[config.mk]
export PLATFORM = sky130hd
export DESIGN_NAME = fp32_to_int32
export DESIGN_NICKNAME = d
export VERILOG_FILES = /design/src/rtl/fp32_to_int32.sv
export SDC_FILE = /design/constraint.sdc
export NUM_CORES = 1
export LEC_CHECK = 0
export CAP_MARGIN = 0
export CORE_MARGIN = 5
export CORE_UTILIZATION = 50
export DETAILED_ROUTE_END_ITERATION = 10
export PLACE_DENSITY_LB_ADDON = 0.2
export SYNTH_ARGS = -nofsm -noshare
export SYNTH_HDL_FRONTEND = slang
export SYNTH_SLANG_ARGS = --single-unit
[constraint.sdc]
create_clock -name clk -period 4.65 [get_ports clk]
set_clock_uncertainty 0.15 [all_clocks]
set_input_delay 0.93 -clock clk [delete_from_list [all_inputs] [get_ports clk]]
set_output_delay 0.93 -clock clk [all_outputs]
set_load 0.01 [all_outputs]
[src/rtl/fp32_to_int32.sv]
// fp32_to_int32: multi-cycle IEEE-754 single precision to signed 32-bit
// integer converter with round-to-nearest-even, valid/ready on both sides.
// Optional build macro FP32_TO_INT32_BARREL_EN replaces the iterative
// one-bit-per-cycle denormalizing shift with a single-cycle barrel shift.
module fp32_to_int32 #(
  parameter int unsigned MAX_RSHIFT = 25
) (
  input  logic        clk,
  input  logic        rst,
  input  logic        in_valid,
  output logic        in_ready,
  input  logic [31:0] in_a,
  output logic        out_valid,
  input  logic        out_ready,
  output logic [31:0] out_res,
  output logic        out_ovf,
  output logic        out_nx
);

  typedef enum logic [2:0] {IDLE, UNPACK, SHIFT, ROUND, DONE} state_t;

  state_t      state_q, state_d;
  logic [31:0] a_q, a_d;
  logic        s_q, s_d;
  logic [31:0] mag_q, mag_d;
  logic        guard_q, guard_d;
  logic        sticky_q, sticky_d;
  logic [31:0] res_q, res_d;
  logic        ovf_q, ovf_d;
  logic        nx_q, nx_d;

`ifndef FP32_TO_INT32_BARREL_EN
  localparam int unsigned CW = $clog2(MAX_RSHIFT + 1);
  logic [CW-1:0] cnt_q, cnt_d;
`else
  logic [55:0]   wide;
`endif

  logic [7:0]  e;
  logic [22:0] frac;
  logic [23:0] m;
  logic [7:0]  n;
  logic        inc;
  logic [31:0] mag_r;

  assign e        = a_q[30:23];
  assign frac     = a_q[22:0];
  assign m        = {1'b1, frac};
  assign n        = 8'd150 - e;
  assign inc      = guard_q & (sticky_q | mag_q[0]);
  assign mag_r    = mag_q + 32'(inc);

  assign in_ready  = (state_q == IDLE);
  assign out_valid = (state_q == DONE);
  assign out_res   = res_q;
  assign out_ovf   = ovf_q;
  assign out_nx    = nx_q;

  // Next-state and datapath updates for the conversion sequence
  always_comb begin
    state_d  = state_q;
    a_d      = a_q;
    s_d      = s_q;
    mag_d    = mag_q;
    guard_d  = guard_q;
    sticky_d = sticky_q;
    res_d    = res_q;
    ovf_d    = ovf_q;
    nx_d     = nx_q;
`ifndef FP32_TO_INT32_BARREL_EN
    cnt_d    = cnt_q;
`else
    wide     = {m, 32'b0} >> n;
`endif
    case (state_q)
      IDLE: begin
        if (in_valid) begin
          a_d     = in_a;
          state_d = UNPACK;
        end
      end
      UNPACK: begin
        s_d      = a_q[31];
        mag_d    = '0;
        guard_d  = 1'b0;
        sticky_d = 1'b0;
        if (e == 8'hFF) begin
          res_d   = (a_q[31] && frac == '0) ? 32'h8000_0000 : 32'h7FFF_FFFF;
          ovf_d   = 1'b1;
          nx_d    = 1'b0;
          state_d = DONE;
        end else if (e == 8'h00) begin
          sticky_d = |frac;
          state_d  = ROUND;
        end else if (e >= 8'd158) begin
          res_d   = a_q[31] ? 32'h8000_0000 : 32'h7FFF_FFFF;
          ovf_d   = !(e == 8'd158 && a_q[31] && frac == '0);
          nx_d    = 1'b0;
          state_d = DONE;
        end else if (e >= 8'd150) begin
          mag_d   = 32'(m) << (e - 8'd150);
          state_d = ROUND;
        end else if (32'(n) <= MAX_RSHIFT) begin
`ifdef FP32_TO_INT32_BARREL_EN
          // Guard lands at bit 31 of the shifted window; everything below is sticky.
          mag_d    = 32'(wide[55:32]);
          guard_d  = wide[31];
          sticky_d = |wide[30:0];
          state_d  = ROUND;
`else
          mag_d   = 32'(m);
          cnt_d   = CW'(n);
          state_d = SHIFT;
`endif
        end else begin
          sticky_d = 1'b1;
          state_d  = ROUND;
        end
      end
`ifndef FP32_TO_INT32_BARREL_EN
      SHIFT: begin
        sticky_d = sticky_q | guard_q;
        guard_d  = mag_q[0];
        mag_d    = mag_q >> 1;
        cnt_d    = cnt_q - CW'(1);
        if (cnt_q == CW'(1)) state_d = ROUND;
      end
`endif
      ROUND: begin
        res_d   = s_q ? (-mag_r) : mag_r;
        nx_d    = guard_q | sticky_q;
        ovf_d   = 1'b0;
        state_d = DONE;
      end
      DONE: begin
        if (out_ready) state_d = IDLE;
      end
      default: state_d = IDLE;
    endcase
  end

  // State and datapath registers with synchronous reset
  always_ff @(posedge clk) begin
    if (rst) begin
      state_q  <= IDLE;
      a_q      <= '0;
      s_q      <= 1'b0;
      mag_q    <= '0;
      guard_q  <= 1'b0;
      sticky_q <= 1'b0;
      res_q    <= '0;
      ovf_q    <= 1'b0;
      nx_q     <= 1'b0;
`ifndef FP32_TO_INT32_BARREL_EN
      cnt_q    <= '0;
`endif
    end else begin
      state_q  <= state_d;
      a_q      <= a_d;
      s_q      <= s_d;
      mag_q    <= mag_d;
      guard_q  <= guard_d;
      sticky_q <= sticky_d;
      res_q    <= res_d;
      ovf_q    <= ovf_d;
      nx_q     <= nx_d;
`ifndef FP32_TO_INT32_BARREL_EN
      cnt_q    <= cnt_d;
`endif
    end
  end

endmodule
Yosys cells after proc, flatten, opt, wreduce, memory -nomap -nowiden
Index checks and enable logic that the tools add are counted.
- register bits: 109
- latch bits: 0
- RAM bits: 0
- memory bits (read-only): 0
- bits of input ports: 36
- logic and storage cells: 96
- memories: 0
- add/sub/neg operators: 5
- multiply operators: 0
- div/mod/pow operators: 0
- $lt $le $gt $ge: 3
- equal/unequal tests: 17
- shift-type cells: 1
- multiplexer cells: 43
- bitwise operators: 3
- reductions and logical operators: 14
- operators with widths (cell ; number):
    $mux 32 ; 10
    $pmux 32 s2 ; 2
    $add 32x1->32 ; 1
    $neg 32->32 ; 1
    $shl 24x8->32 ; 1
    $mux 5 ; 5
    $mux 24 ; 1
    $logic_not 23->1 ; 1
    $reduce_or 23->1 ; 1
    $mux 3 ; 6
    $eq 8x8->1 const B ; 2
    $ge 8x8->1 const B ; 2
    $pmux 3 s5 ; 1
    $ne 2x2->1 const B ; 7
    $mux 1 ; 13
    $pmux 5 s2 ; 1
    $le 8x5->1 const B ; 1
    $logic_not 8->1 ; 1
    $pmux 1 s2 ; 4
    $sub 8x8->8 const A ; 1
    $sub 8x8->8 const B ; 1
    $eq 3x2->1 const B ; 2
    $ne 3x3->1 const B ; 2
    $reduce_and 3->1 ; 2
    13 further kinds ; 17

Longest topological paths before layout
- depth in word-level cells: 8
- depth in mapped cells: 14
- gate-level depth less buffers: 11

Least setup slack after synthesis
OpenSTA, ideal clock, no wires.
- path type: reg-to-reg
- start: register a_q[23]
- end: register mag_q[15]
- library setup time: 0.075 ns
- arrival time: 3.012 ns
- data required time: 4.425 ns
- setup slack: 1.413 ns
- cell stages (with the launch flop): 13
- period minus slack after synthesis: 3.237 ns
- cells stage by stage: dfxtp_1 > clkbuf_1 > clkinv_1 > ha_1 > nor2_1 > nor2_1 > a221oi_1 > nand2_1 > nor4b_2 > and2_1 > buf_2 > o211ai_1 > a31oi_1
- word-level cells in the longest chain between the ends: 8
- ends and longest elaborated chain (item ; RTL line ; source):
    start, declared ; 23 ; logic [31:0] a_q, a_d;
    start signal, assigned ; 146 ; a_q <= '0;
    start signal, assigned ; 159 ; a_q <= a_d;
    $sub 8x8->8 ; 49 ; assign n = 8'd150 - e;
    $le 8x5->1 ; 103 ; end else if (32'(n) <= MAX_RSHIFT) begin
    $mux 24 ; 103 ;
    $mux 32 ; 100 ; end else if (e >= 8'd150) begin
    $mux 32 ; 95 ; end else if (e >= 8'd158) begin
    $mux 32 ; 92 ; end else if (e == 8'h00) begin
    $mux 32 (*) ; 87 ; if (e == 8'hFF) begin
    $pmux 32 s2 (*) ; 75 ; case (state_q)
    end signal, assigned ; 161 ; mag_q <= mag_d;
    end, declared ; 25 ; logic [31:0] mag_q, mag_d;
Every way passes the cells marked *; elsewhere a longest branch is shown, timed or not.
A chain may end at the register's enable or synchronous reset.

Final worst setup path
- start: register a_q[25]
- end: register res_q[26] (netlist: out_res[26])
- word-level cells in the longest chain between the ends: 3
- ends and longest elaborated chain (item ; RTL line ; source):
    $ge 8x8->1 (tied with other cells) ; 95 ;
    $ne 3x3->1 (no line) / $mux 32 (equally long branches) ; -- ;
    $reduce_and 3->1 (no line) / $pmux 32 s2 (equally long branches) ; -- ;
    end signal, assigned ; 164 ; res_q <= res_d;
    end, declared ; 28 ; logic [31:0] res_q, res_d;
Several ways; a longest one is shown, not always the timed one.

==> run_results.csv <==
group,metric,value,unit
power_and_ir_drop,ir_drop,190.1,uV
sta,fmax,273.6,MHz
floorplanning,start_util,50.39,%
floorplanning,row_count,47,
synth,synth_seq_area_share,26.49,%
clocking,cts_max_path_buffers,2,
synth,ys.flop_type,"dfxtp_1",
placed_design,port_buffers,71,
final_layout,fillCellCount,1628,
synth,synthArstFlopShare,0,%
sta,worst_slack,0.9950,ns
sta,setup_viol,0,
critical_path,cp_max_fo,33,
final_layout,antenna_cells,0,
clocking,cts-hold-fix-buffers,0,
worst_hold_path,whs_path_depth,2,
global_routing,grt_pass1_vias,7144,
detailed_routing,num_vias,7904,
synth,post-synth-top-area-cell,"dfxtp_1",
synth,synth_compound_area_share,23.95,%
floorplanning,core_area,16350,um2
critical_path,crit_family,"simple AND/OR/NAND/NOR gates",
sta,worst_hold_slack,0.3065,ns
global_routing,grt_util_met2,36.33,%
clocking,htree_levels,3,
floorplanning,pin_count,72,
synth,synthCells,1083,
synth,ys_top_cells_by_count,"nand2_1, dfxtp_1, a21oi_1, nor2_1, clkbuf_1",
detailed_routing,post_drt_wl_per_cell,17.22,um
sta,finalCriticalPeriod,3.655,ns
synth,yosys_warnings,0,
worst_hold_path,hold_end,"out_nx",
final_layout,area_growth_syn_to_layout,11.73,%
power_and_ir_drop,leakagePower,3.253,nW
critical_path,worstSetupStartpointType,"flop",
placed_design,dp_slack,0.9628,ns
clocking,cts-buffers-inserted,9,
critical_path,end_kind,"flop",
global_routing,grt_max_degree,47,
synth,post-synth-top-count-cell,"nand2_1",
clocking,clkSinkCount,109,
sta,rsz0062_at_grt,"no",
synth,synth_edf_count,0,
critical_path,crit_slowest_cell,"nor2_2",
critical_path,crit_buf_inv,1,
global_routing,use_met1,31.35,%
critical_path,worst-r2r-setup-slack,1.0,ns
floorplanning,die_h,138.4,um
floorplanning,die_w,138.4,um
synth,synth-simple-area-share,25.35,%
sta,fin_setup_tns,0,ns
detailed_routing,drc,0,
final_layout,nets,1129,
synth,yosysTopAreaCellShare,26.49,%
critical_path,worst_r2r_path_depth,8,
clocking,cts_setup_buffers,0,
synth,synth_top_family_by_area,"simple AND/OR/NAND/NOR gates",
global_routing,grt-busiest-layer,"met2",
synth,synth_fa_ha_area_share,1.671,%
sta,max_slew_margin,27.99,%
global_routing,antenna_found_initial,0,
sta,hold_viol_final,0,
final_layout,multiInputGateArea,5580,um2
detailed_routing,drt-initial-drc-count,874,
job,cap_violations,0,
worst_hold_path,min_path_type,"flop to flop",
sta,tightest_slew,1.079,ns
final_layout,drive_above_1_share,8.924,%
critical_path,cpPeakStageDelay,0.80,ns
detailed_routing,antenna_left,0,
clocking,root_buffer,"clkbuf_16",
clocking,cts_tree,"done",
global_routing,grt_usage,22.57,%
synth,muxShareOfSynthArea,9.174,%
final_layout,seqCellArea,2183,um2
critical_path,path_cells,"and4_1 > a221oi_1 > buf_4 > nor2_2 > nand2_1 > o21ai_0 > o31ai_1 > a22o_1",
detailed_routing,dr.pass1.iters,6,
run_status,status,"complete, no violations",
global_routing,grt_pass1_wl,36740,um
detailed_routing,vias_per_cell,6.047,
worst_hold_path,hp-start,"out_nx",
detailed_routing,routed_wl,22500,um
placed_design,place.gp.congestion,0.9330,
clocking,clk_pin_slew_worst_paths,0.07,ns
global_routing,overflow,0,
global_routing,grtUsageMet3,2.590,%
critical_path,crit_type,"flop to flop",
critical_path,worstPathArrival,3.76,ns
synth,synthXorXnorAreaFrac,7.442,%
synth,ys_seq_elements,109,
synth,synth.area.top_cells,"dfxtp_1, nand2_1, a21oi_1",
synth,synth_cell_types,82,
placed_design,detailed_place_hpwl,16490,um
synth,synthesis.nets,1130,
clocking,worstSkewPairLatency,0.36,ns
sta,period_share,78.60,%
synth,syn_area,8238,um2
critical_path,r2r-end,"out_res[26]",
critical_path,crit_required,4.75,ns
synth,avgSynthCellArea,7.607,um2
power_and_ir_drop,powerDensity,264.5,nW/um2
floorplanning,die_area,19140,um2
clocking,ctsResizeCount,0,
critical_path,r2r-start,"a_q[25]",
sta,slew_viol_final,0,
==> per-stage QoR <==
| step | util [%] | total power [mW] | instance area, um2 | instances |
|---|---|---|---|---|
| 2_1_floorplan | - | 1.502 | 8238 | 1083 |
| 3_3_place_gp | 54.64 | 1.698 | 8932 | 1291 |
| 3_5_place_dp | 54.64 | 1.704 | 8932 | 1291 |
| 4_1_cts | 56.30 | 2.441 | 9204 | 1307 |
| 5_1_grt | 56.30 | 2.551 | 9204 | 1307 |
| 6_report | 56.30 | 2.435 | 9204 | 1307 |
==> sequential cells by signal, summed over array words and instances (netlist names) <==
register and flops:
state_q 3, out_nx 1, guard_q 1, a_q 32, cnt_q 5, mag_q 32, s_q 1, out_res 32
sticky_q 1, out_ovf 1
==> cell usage in the layout (no fill, tap or decap), types with 4 or more instances in the layout <==
cell type        count
or3_1                9
o22ai_1              9
xnor2_1             40
mux2i_1             26
clkbuf_16            9
a211oi_1             7
nor4_1              10
a222oi_1            25
a22oi_1              9
o31ai_1              8
or2_2                5
xor2_1              29
dfxtp_1            108
nand2b_1            10
nor3b_1              4
mux2_2              14
nand3_1             38
ha_1                11
nor2b_1              5
nand2_1            160
mux4_2              15
and3_1              16
nand4_1             17
and2_1              11
a22o_1               5
inv_1               16
a31oi_1              9
buf_4               16
nor2_1              90
nor3_1              21
o21ai_0             72
clkdlybuf4s50_1     70
a21oi_1             99
o211ai_1             8
a21o_1               4
==> worst max-delay path by stage <==
stage,start,to,slack (ns),depth (start not counted)
5_1_grt,a_q[25],out_res[26],0.52,8
4_1_cts,a_q[26],out_res[26],0.95,8
6_report,a_q[25],out_res[26],1.0,8
2_1_floorplan,a_q[23],mag_q[15],1.41,12
3_3_place_gp,a_q[26],out_res[26],1.0,8
3_5_place_dp,a_q[26],out_res[26],0.96,8
==> cell families (layout without fill, tap and decap cells) <==
kind of cell | Yosys count | count (layout)
AND/OR/NAND/NOR | 423 | 423
AO/OA/AOI/OAI | 298 | 298
buffers and inverters | 117 | 121
flip-flops | 109 | 109
XOR/XNOR | 70 | 70
multiplexers | 55 | 55
adder cells (fa/ha/maj) | 11 | 11
==> power breakdown <==
group	switching, mW	total (mW)	internal, mW
clock network	0.367	0.747	0.380
logic	0.355	0.609	0.254
registers	0.0882	1.08	0.990
total	0.810	2.43	1.62
==> worst reg2reg max path, delay by kind of cell (launching register included) <==
kind                   cells  cell delay (ns)
AOI/OAI and AO/OA          4             0.71
DFF                        1             0.62
buffers and inverters      1             0.18
and+or+nand+nor            3             1.89
==> routing by layer <==
layer	up-vias	share of wire, %
met5	-	0
li1	3945	-
met3	36	5.3
met4	0	2.7
met1	3672	47
met2	251	45
==> layout make-up <==
type,instances,share of cell area [%]
Multi-Input combinational cell,857,60.63
Inverter,18,0.7341
Timing Repair Buffer,87,8.972
Sequential cell,109,23.72
Clock inverter,3,0.2311
Clock buffer,13,2.719
Tap cell,220,2.991
Power figures use the tool's default switching activity.
